## src/rtl/ps2_keystroke_decoder.sv

```systemverilog
// PS/2 set-2 keyboard receiver: frames bytes, decodes make/break/extended prefixes into 5-bit key codes.
// Latency: outputs update one cycle after the stop bit's falling edge is seen (2-3 cycles pin-to-edge before that).
// Backpressure: none; strobes are single-cycle and the consumer must sample them when they occur.
module ps2_keystroke_decoder #(
    parameter int TIMEOUT_CYCLES = 100000
) (
    input  logic       clk,
    input  logic       reset,
    input  logic       ps2_clk,
    input  logic       ps2_data,
    output logic [4:0] keystroke,
    output logic       keyPressed,
    output logic       keyReleased,
    output logic       frameError
);

    localparam int TW = $clog2(TIMEOUT_CYCLES + 1);
    localparam logic [TW-1:0] TMO_MAX = TW'(TIMEOUT_CYCLES);

    typedef enum logic [1:0] {
        ST_IDLE   = 2'd0,
        ST_DATA   = 2'd1,
        ST_PARITY = 2'd2,
        ST_STOP   = 2'd3
    } state_t;

    logic          clk_s1_q, clk_s2_q, clk_prev_q;
    logic          dat_s1_q, dat_s2_q;
    state_t        state_q;
    logic [2:0]    bit_cnt_q;
    logic [7:0]    shift_q;
    logic          parity_q;
    logic [TW-1:0] tmo_q;
    logic          brk_q, ext_q;
    logic [4:0]    held_q;
    logic [4:0]    key_q;
    logic          key_prs_q, key_rel_q, frm_err_q;

    logic          fall_edge;
    logic          frame_ok;
    logic [4:0]    code;

    // Byte-to-key lookup: letters A..Z -> 1..26, then space, backspace, enter; anything else is 0.
    function automatic logic [4:0] map_code(input logic [7:0] b);
        logic [4:0] c;
        case (b)
            8'h1C: c = 5'd1;   8'h32: c = 5'd2;   8'h21: c = 5'd3;   8'h23: c = 5'd4;
            8'h24: c = 5'd5;   8'h2B: c = 5'd6;   8'h34: c = 5'd7;   8'h33: c = 5'd8;
            8'h43: c = 5'd9;   8'h3B: c = 5'd10;  8'h42: c = 5'd11;  8'h4B: c = 5'd12;
            8'h3A: c = 5'd13;  8'h31: c = 5'd14;  8'h44: c = 5'd15;  8'h4D: c = 5'd16;
            8'h15: c = 5'd17;  8'h2D: c = 5'd18;  8'h1B: c = 5'd19;  8'h2C: c = 5'd20;
            8'h3C: c = 5'd21;  8'h2A: c = 5'd22;  8'h1D: c = 5'd23;  8'h22: c = 5'd24;
            8'h35: c = 5'd25;  8'h1A: c = 5'd26;  8'h29: c = 5'd27;  8'h66: c = 5'd28;
            8'h5A: c = 5'd29;
            default: c = 5'd0;
        endcase
        return c;
    endfunction

    // Falling edge is the first synchronized-low cycle after a high one; data is sampled alongside it.
    assign fall_edge = clk_prev_q & ~clk_s2_q;
    // Odd parity over data+parity, and the stop bit currently being sampled must be high.
    assign frame_ok  = (^{shift_q, parity_q}) & dat_s2_q;
    assign code      = map_code(shift_q);

    assign keystroke   = key_q;
    assign keyPressed  = key_prs_q;
    assign keyReleased = key_rel_q;
    assign frameError  = frm_err_q;

    // Two-flop synchronizers plus edge-detect history; reset to the idle-high bus level.
    always_ff @(posedge clk) begin
        if (reset) begin
            clk_s1_q   <= 1'b1;
            clk_s2_q   <= 1'b1;
            clk_prev_q <= 1'b1;
            dat_s1_q   <= 1'b1;
            dat_s2_q   <= 1'b1;
        end else begin
            clk_s1_q   <= ps2_clk;
            clk_s2_q   <= clk_s1_q;
            clk_prev_q <= clk_s2_q;
            dat_s1_q   <= ps2_data;
            dat_s2_q   <= dat_s1_q;
        end
    end

    // Frame FSM, inactivity timeout and byte decode with registered strobes.
    always_ff @(posedge clk) begin
        if (reset) begin
            state_q   <= ST_IDLE;
            bit_cnt_q <= '0;
            shift_q   <= '0;
            parity_q  <= 1'b0;
            tmo_q     <= '0;
            brk_q     <= 1'b0;
            ext_q     <= 1'b0;
            held_q    <= '0;
            key_q     <= '0;
            key_prs_q <= 1'b0;
            key_rel_q <= 1'b0;
            frm_err_q <= 1'b0;
        end else begin
            key_prs_q <= 1'b0;
            key_rel_q <= 1'b0;
            frm_err_q <= 1'b0;
            if (fall_edge) begin
                // An edge always wins over a coincident timeout.
                tmo_q <= '0;
                case (state_q)
                    ST_IDLE: begin
                        if (!dat_s2_q) begin
                            state_q   <= ST_DATA;
                            bit_cnt_q <= '0;
                        end
                    end
                    ST_DATA: begin
                        shift_q   <= {dat_s2_q, shift_q[7:1]};
                        bit_cnt_q <= bit_cnt_q + 3'd1;
                        if (bit_cnt_q == 3'd7) begin
                            state_q <= ST_PARITY;
                        end
                    end
                    ST_PARITY: begin
                        parity_q <= dat_s2_q;
                        state_q  <= ST_STOP;
                    end
                    ST_STOP: begin
                        state_q <= ST_IDLE;
                        if (!frame_ok) begin
                            // A corrupted byte could have been a prefix, so forget any pending prefix.
                            frm_err_q <= 1'b1;
                            brk_q     <= 1'b0;
                            ext_q     <= 1'b0;
                        end else if (shift_q == 8'hF0) begin
                            brk_q <= 1'b1;
                        end else if (shift_q == 8'hE0) begin
                            ext_q <= 1'b1;
                        end else begin
                            brk_q <= 1'b0;
                            ext_q <= 1'b0;
                            // Extended keys are not part of the key set; unmapped bytes are ignored.
                            if (!ext_q && code != 5'd0) begin
                                if (brk_q) begin
                                    key_q     <= code;
                                    key_rel_q <= 1'b1;
                                    if (held_q == code) begin
                                        held_q <= '0;
                                    end
                                end else if (code != held_q) begin
                                    // A make equal to the held key is typematic auto-repeat.
                                    key_q     <= code;
                                    key_prs_q <= 1'b1;
                                    held_q    <= code;
                                end
                            end
                        end
                    end
                    default: state_q <= ST_IDLE;
                endcase
            end else if (state_q != ST_IDLE) begin
                if (tmo_q == TMO_MAX) begin
                    // Stalled mid-frame: drop the partial byte silently.
                    state_q <= ST_IDLE;
                    tmo_q   <= '0;
                end else begin
                    tmo_q <= tmo_q + 1'b1;
                end
            end else begin
                tmo_q <= '0;
            end
        end
    end

endmodule

```

## config.mk

```make
export PLATFORM = sky130hd
export DESIGN_NAME = ps2_keystroke_decoder
export DESIGN_NICKNAME = d
export VERILOG_FILES = /design/src/rtl/ps2_keystroke_decoder.sv
export SDC_FILE = /design/constraint.sdc
export NUM_CORES = 1
export LEC_CHECK = 0
export ABC_AREA = 1
export CORE_UTILIZATION = 53
export DETAILED_ROUTE_END_ITERATION = 6
export DONT_BUFFER_PORTS = 1
export GPL_TIMING_DRIVEN = 0
export PLACE_DENSITY = 0.66
export SYNTH_ARGS = -nofsm -noshare
export SYNTH_HDL_FRONTEND = slang
export SYNTH_SLANG_ARGS = --single-unit
```

## constraint.sdc

```tcl
create_clock -name clk -period 2.9 [get_ports clk]
set_input_delay 0.145 -clock clk [delete_from_list [all_inputs] [get_ports clk]]
set_output_delay 0.145 -clock clk [all_outputs]
set_load 0.05 [all_outputs]
```

Word level (Yosys, flattened, before mapping)
Memory sizes are Yosys's and may differ from the RTL's. A register that Yosys moved wholly into a read port is not among the register bits.
Index checks and enable logic that the tools add are counted.
{"block": "word_totals", "inputBits": 4, "n_memories": 1, "regBits": 51, "wordCells": 91, "mem_bits_ro": 640}
{"name": "(name not given)", "words": 128, "word_bits": 5, "read_ports": 1, "rd_clocked_by_memory_dff": 1, "write_ports": 0, "line": "46", "rtl": "case (b)"}
{"block": "op_classes", "bitwise_logic": 10, "n_mux": 24, "n_eq_ne": 15, "reduce_logical": 22, "n_addsub": 2}
{"cell": "$mux W5", "count": 5}
{"cell": "$add A17 B1 Y17 const B", "count": 1}
{"cell": "$eq A17 B17 Y1 const B", "count": 1}
{"cell": "$eq A8 B8 Y1 const B", "count": 2}
{"cell": "$mux W7", "count": 2}
{"cell": "$mux W2", "count": 5}
{"cell": "$reduce_bool A2 Y1", "count": 5}
{"cell": "$mux W1", "count": 9}
{"cell": "$ne A3 B3 Y1 const B", "count": 3}
{"cell": "$reduce_and A3 Y1", "count": 3}
{"cell": "$reduce_xor A9 Y1", "count": 1}
{"cell": "$not A1 Y1", "count": 8}
{"cell": "$pmux W2 S4", "count": 1}
{"cell": "$reduce_and A8 Y1", "count": 1}
{"cell": "$reduce_or A8 Y1", "count": 1}
{"cell": "$reduce_and A7 Y1", "count": 1}
{"cell": "$reduce_or A7 Y1", "count": 1}
{"cell": "$pmux W3 S2", "count": 1}
{"cell": "$eq A5 B5 Y1", "count": 1}
{"cell": "$ne A5 B5 Y1", "count": 1}
{"cell": "$reduce_bool A5 Y1", "count": 1}
{"cell": "$eq A2 B2 Y1 const B", "count": 2}
{"cell": "$ne A2 B2 Y1 const B", "count": 2}
{"cell": "$reduce_and A2 Y1", "count": 2}
{"cell": "other kinds (12)", "count": 13}

Logic depth before layout (Yosys ltp)
{"block": "logic_depth", "depth_word": 5, "ltp_mapped": 17, "ltp_nobuf": 16}

Least setup slack after synthesis
Ideal clock, no wire load.
{"block": "synth_path", "path_type": "register -> register", "from": "register state_q[1]", "to": "register (tool-made name)", "stages_incl_launch_ff": 17, "slack_ns": 0.869, "t_required_ns": 2.788, "setup_time_ns": 0.112, "arrival_ns": 1.919, "path_cell_list": "dfxtp_1 inv_1 ha_1 buf_2 nand3_2 buf_6 nand2_1 nand3_1 ha_1 nand3_2 nor2_1 nor2_1 nand3_1 nand2_1 nand2_1 nand2_1 nand2_1"}
{"item": "from (decl)", "line": "29", "rtl": "state_t state_q;"}
{"item": "from (signal assigned)", "line": "91", "rtl": "state_q <= ST_IDLE;"}
{"item": "from (signal assigned)", "line": "113", "rtl": "state_q <= ST_DATA;"}
{"item": "from (signal assigned)", "line": "121", "rtl": "state_q <= ST_PARITY;"}

==> impl_metrics.tcl <==
set metrics [dict create \
    fmax_mhz 413.3 \
    tritoncts "yes" \
    synth_ff_type "dfxtp_1" \
    end_kind "flop" \
    syn-mean-instance-area_um2 6.688 \
    cp_top_family "simple AND/OR/NAND/NOR gates" \
    antenna_found_initial 0 \
    yosysWarnings 0 \
    synth_top_family_by_area "simple AND/OR/NAND/NOR gates" \
    synth_simple_gate_area_frac 0.4223 \
    p_clk_frac 0.391 \
    synthMuxAreaShare 0 \
    cts-buffers-inserted 5 \
    period_needed_ns 2.420 \
    power_frac_seq 0.589 \
    htree_levels 2 \
    final_net_count 531 \
    ys_seq_elements 56 \
    grt_pass1_vias 2693 \
    die_w_um 81.51 \
    die_h_um 81.51 \
    fin_crit_sh 0.8344 \
    synth_area_leaders "dfxtp_1, nand2_1, nor2_1" \
    synth.top_cells.by_count "nand2_1, nor2_1, inv_1" \
    netSwitchingPower_mw 0.2720 \
    netlist_area_um2 3351 \
    cts_root_buffer "clkbuf_8" \
    cts_resized 0 \
    drv_cap 0 \
    power.density_nw_per_um2 366.4 \
    r2r_slack_ns 0.48 \
    fin_worst_skew_ns 0.009728 \
    clk_latency_ns 0.31 \
    arrival_ns 2.62 \
    instances_no_fill 587 \
    start_util 0.5561 \
    start_kind "flop" \
    drive_gt1_frac 0.1230 \
    die-area_um2 6644 \
    drc 0 \
    io_pins 12 \
    peakVddDrop_mv 0.2569 \
    synth-edff-count 0 \
    synth_top_area_frac 0.3346 \
    synthArstFlopShare 0 \
    yosysMostFrequentCell "nand2_1" \
    synth_cell_types 37 \
    worstPathRequired_ns 3.10 \
    grt_max_degree 18 \
    slew_headroom 0.6423 \
    hpwlAfterDp_um 5189 \
    synthAdderAreaFrac 0.05975 \
    grt_pass1_wl_um 11950 \
    portBuffers 0 \
    firstDrtPassIters 4 \
    tightest_slew_ns 0.5365 \
    ctsHoldBuffers 3 \
    synth-xor-area-share 0.01568 \
    crit_buf_inv 3 \
    antenna_cells 0 \
    cts.sinks 56 \
    post_cts_buffers 0 \
    final-setup-viol-count 0 \
    coreArea_um2 6026 \
    path_cells "inv_1, ha_1, buf_2, nand3_2, buf_6, nand2_1, nand3_1, ha_1, nand3_2, nand2_1, nand2_1, nand2_1, nand3_1, nand2_1, nand2_1, nand2_1" \
    area_delta_synth_final_pct 7.020 \
    cts_buffer_depth 2 \
    final-hold-violation-count 0 \
    drtAntennaViolNets 0 \
    rsz0062_at_grt "false" \
    hold_path.class "input pin to flop" \
    status "complete, no violations" \
    post-place-cells 576 \
    wl_per_cell_um 11.45 \
    rows 28 \
    synth_top_cell_by_area "dfxtp_1" \
    ys_seq_area_frac 0.3346 \
    synth_compound_area_frac 0.06385 \
    grt-ovfl-total 0 \
    cp_max_fo 10 \
    internal_power_mw 1.042 \
    drt_wl_total_um 6724 \
    slowest_delay_ns 0.34 \
    clk_pin_slew_ns 0.09 \
    routabilityCongestion 0.9290 \
    p_sw_frac 0.2071 \
    cpMaxStageDelayCell "dfxtp_1" \
    criticalPathCategory "flop to flop" \
    slew_violations 0 \
    cpMostUsedCell "nand2_1" \
    grt_use_total 0.2285 \
    netlist_instances 501 \
    vias 2973 \
    p_leak_nw 1.632 \
    vias_per_cell 5.065 \
    power_frac_comb 0.020 \
    dr.first_iter.drc_count 174 \
    fin_tns_setup_ns 0 \
    syn_nets 521 \
]
## tightest hold or removal path, stage by stage
cell     delay [ns]
nor2_1         0.04
nand3_1        0.07
nand2_1        0.05
## placed cells by master (no fill, tap or decap), types with 2 or more instances in the layout
cell type and instances:
nand2_1 140, nor2_1 63, inv_1 60, dfxtp_1 56
nand3_1 45, a21oi_1 18, ha_1 16, nand4_1 15
inv_2 13, nand2_2 7, nor3_1 7, nand3_2 6
or2_2 6, o21ai_0 6, xor2_1 5, nor2_2 5
clkbuf_8 5, buf_2 4, nor2_4 3, buf_6 3
clkbuf_1 3, dlygate4sd3_1 3, o21ai_1 2, a21oi_2 2
nor3b_1 2, a221oi_1 2
## through the flow
| stage | utilization | worst slack, ns | hold slack (ns) | power [mW] | instance area (um2) |
|---|---|---|---|---|---|
| 4_1_cts | 0.5951 | 0.4947 | 0.03924 | 1.332 | 3586 |
| 6_report | 0.5951 | 0.4804 | 0.04766 | 1.314 | 3586 |
| 3_3_place_gp | 0.5716 | 0.5385 | 0.2503 | 0.8154 | 3445 |
| 2_1_floorplan | - | 0.8686 | 0.2488 | 0.8083 | 3351 |
| 3_5_place_dp | 0.5716 | 0.5221 | 0.2522 | 0.8153 | 3445 |
| 5_1_grt | 0.5951 | 0.2190 | 0.05348 | 1.355 | 3586 |
## kinds of logic after synthesis
family | count (synthesis)
xor gates and xnor gates | 6
AOI/OAI and AO/OA | 34
adders and majority gates | 16
and+or+nand+nor | 305
buffers and inverters | 84
DFF | 56
## path summary, 6_finish.rpt
path,to,start,depth (start not counted)
worst max register to register,flop,state_q[1],16
worst min register to register,clk_s2_q,clk_s1_q,1
worst min-delay path,ext_q,reset,3
worst max-delay path,flop,state_q[1],16
## registers in the layout, indices dropped and copies added, names as in the netlist, named ones only
signal and flops:
tmo_q 17, shift_q 8, held_q 5, keystroke 5, bit_cnt_q 3, state_q 2
brk_q 1, clk_prev_q 1, clk_s1_q 1, clk_s2_q 1, dat_s1_q 1, dat_s2_q 1
ext_q 1, frameError 1, keyPressed 1, keyReleased 1, parity_q 1
## power by group through the flow
stage	registers (mW)	clock network [mW]	logic, mW
floorplan	0.791	0	0.0169
global placement	0.792	0	0.0233
detailed placement	0.792	0	0.0232
CTS	0.774	0.531	0.0263
global route	0.775	0.551	0.0294
finish	0.774	0.513	0.0260
## final cells by class
class	instances	area, um2
clock buffer	6	72.57
inverter	73	274.0
buffer	11	73.82
clock inverter	2	38.79
timing repair buffer	3	30.03
multi-input combinational	361	1882
fill	601	2440
tap	75	93.84
sequential	56	1121
## layer usage
metal | vias up | share of wire | global-route usage
met5 | - | 0 | 0
met4 | 0 | 0.011 | 0.05714
met3 | 7 | 0.039 | 0.03778
met2 | 58 | 0.44 | 0.3733
met1 | 1311 | 0.51 | 0.3107
li1 | 1597 | - | -
No activity file was read; power rests on OpenSTA's default activity.
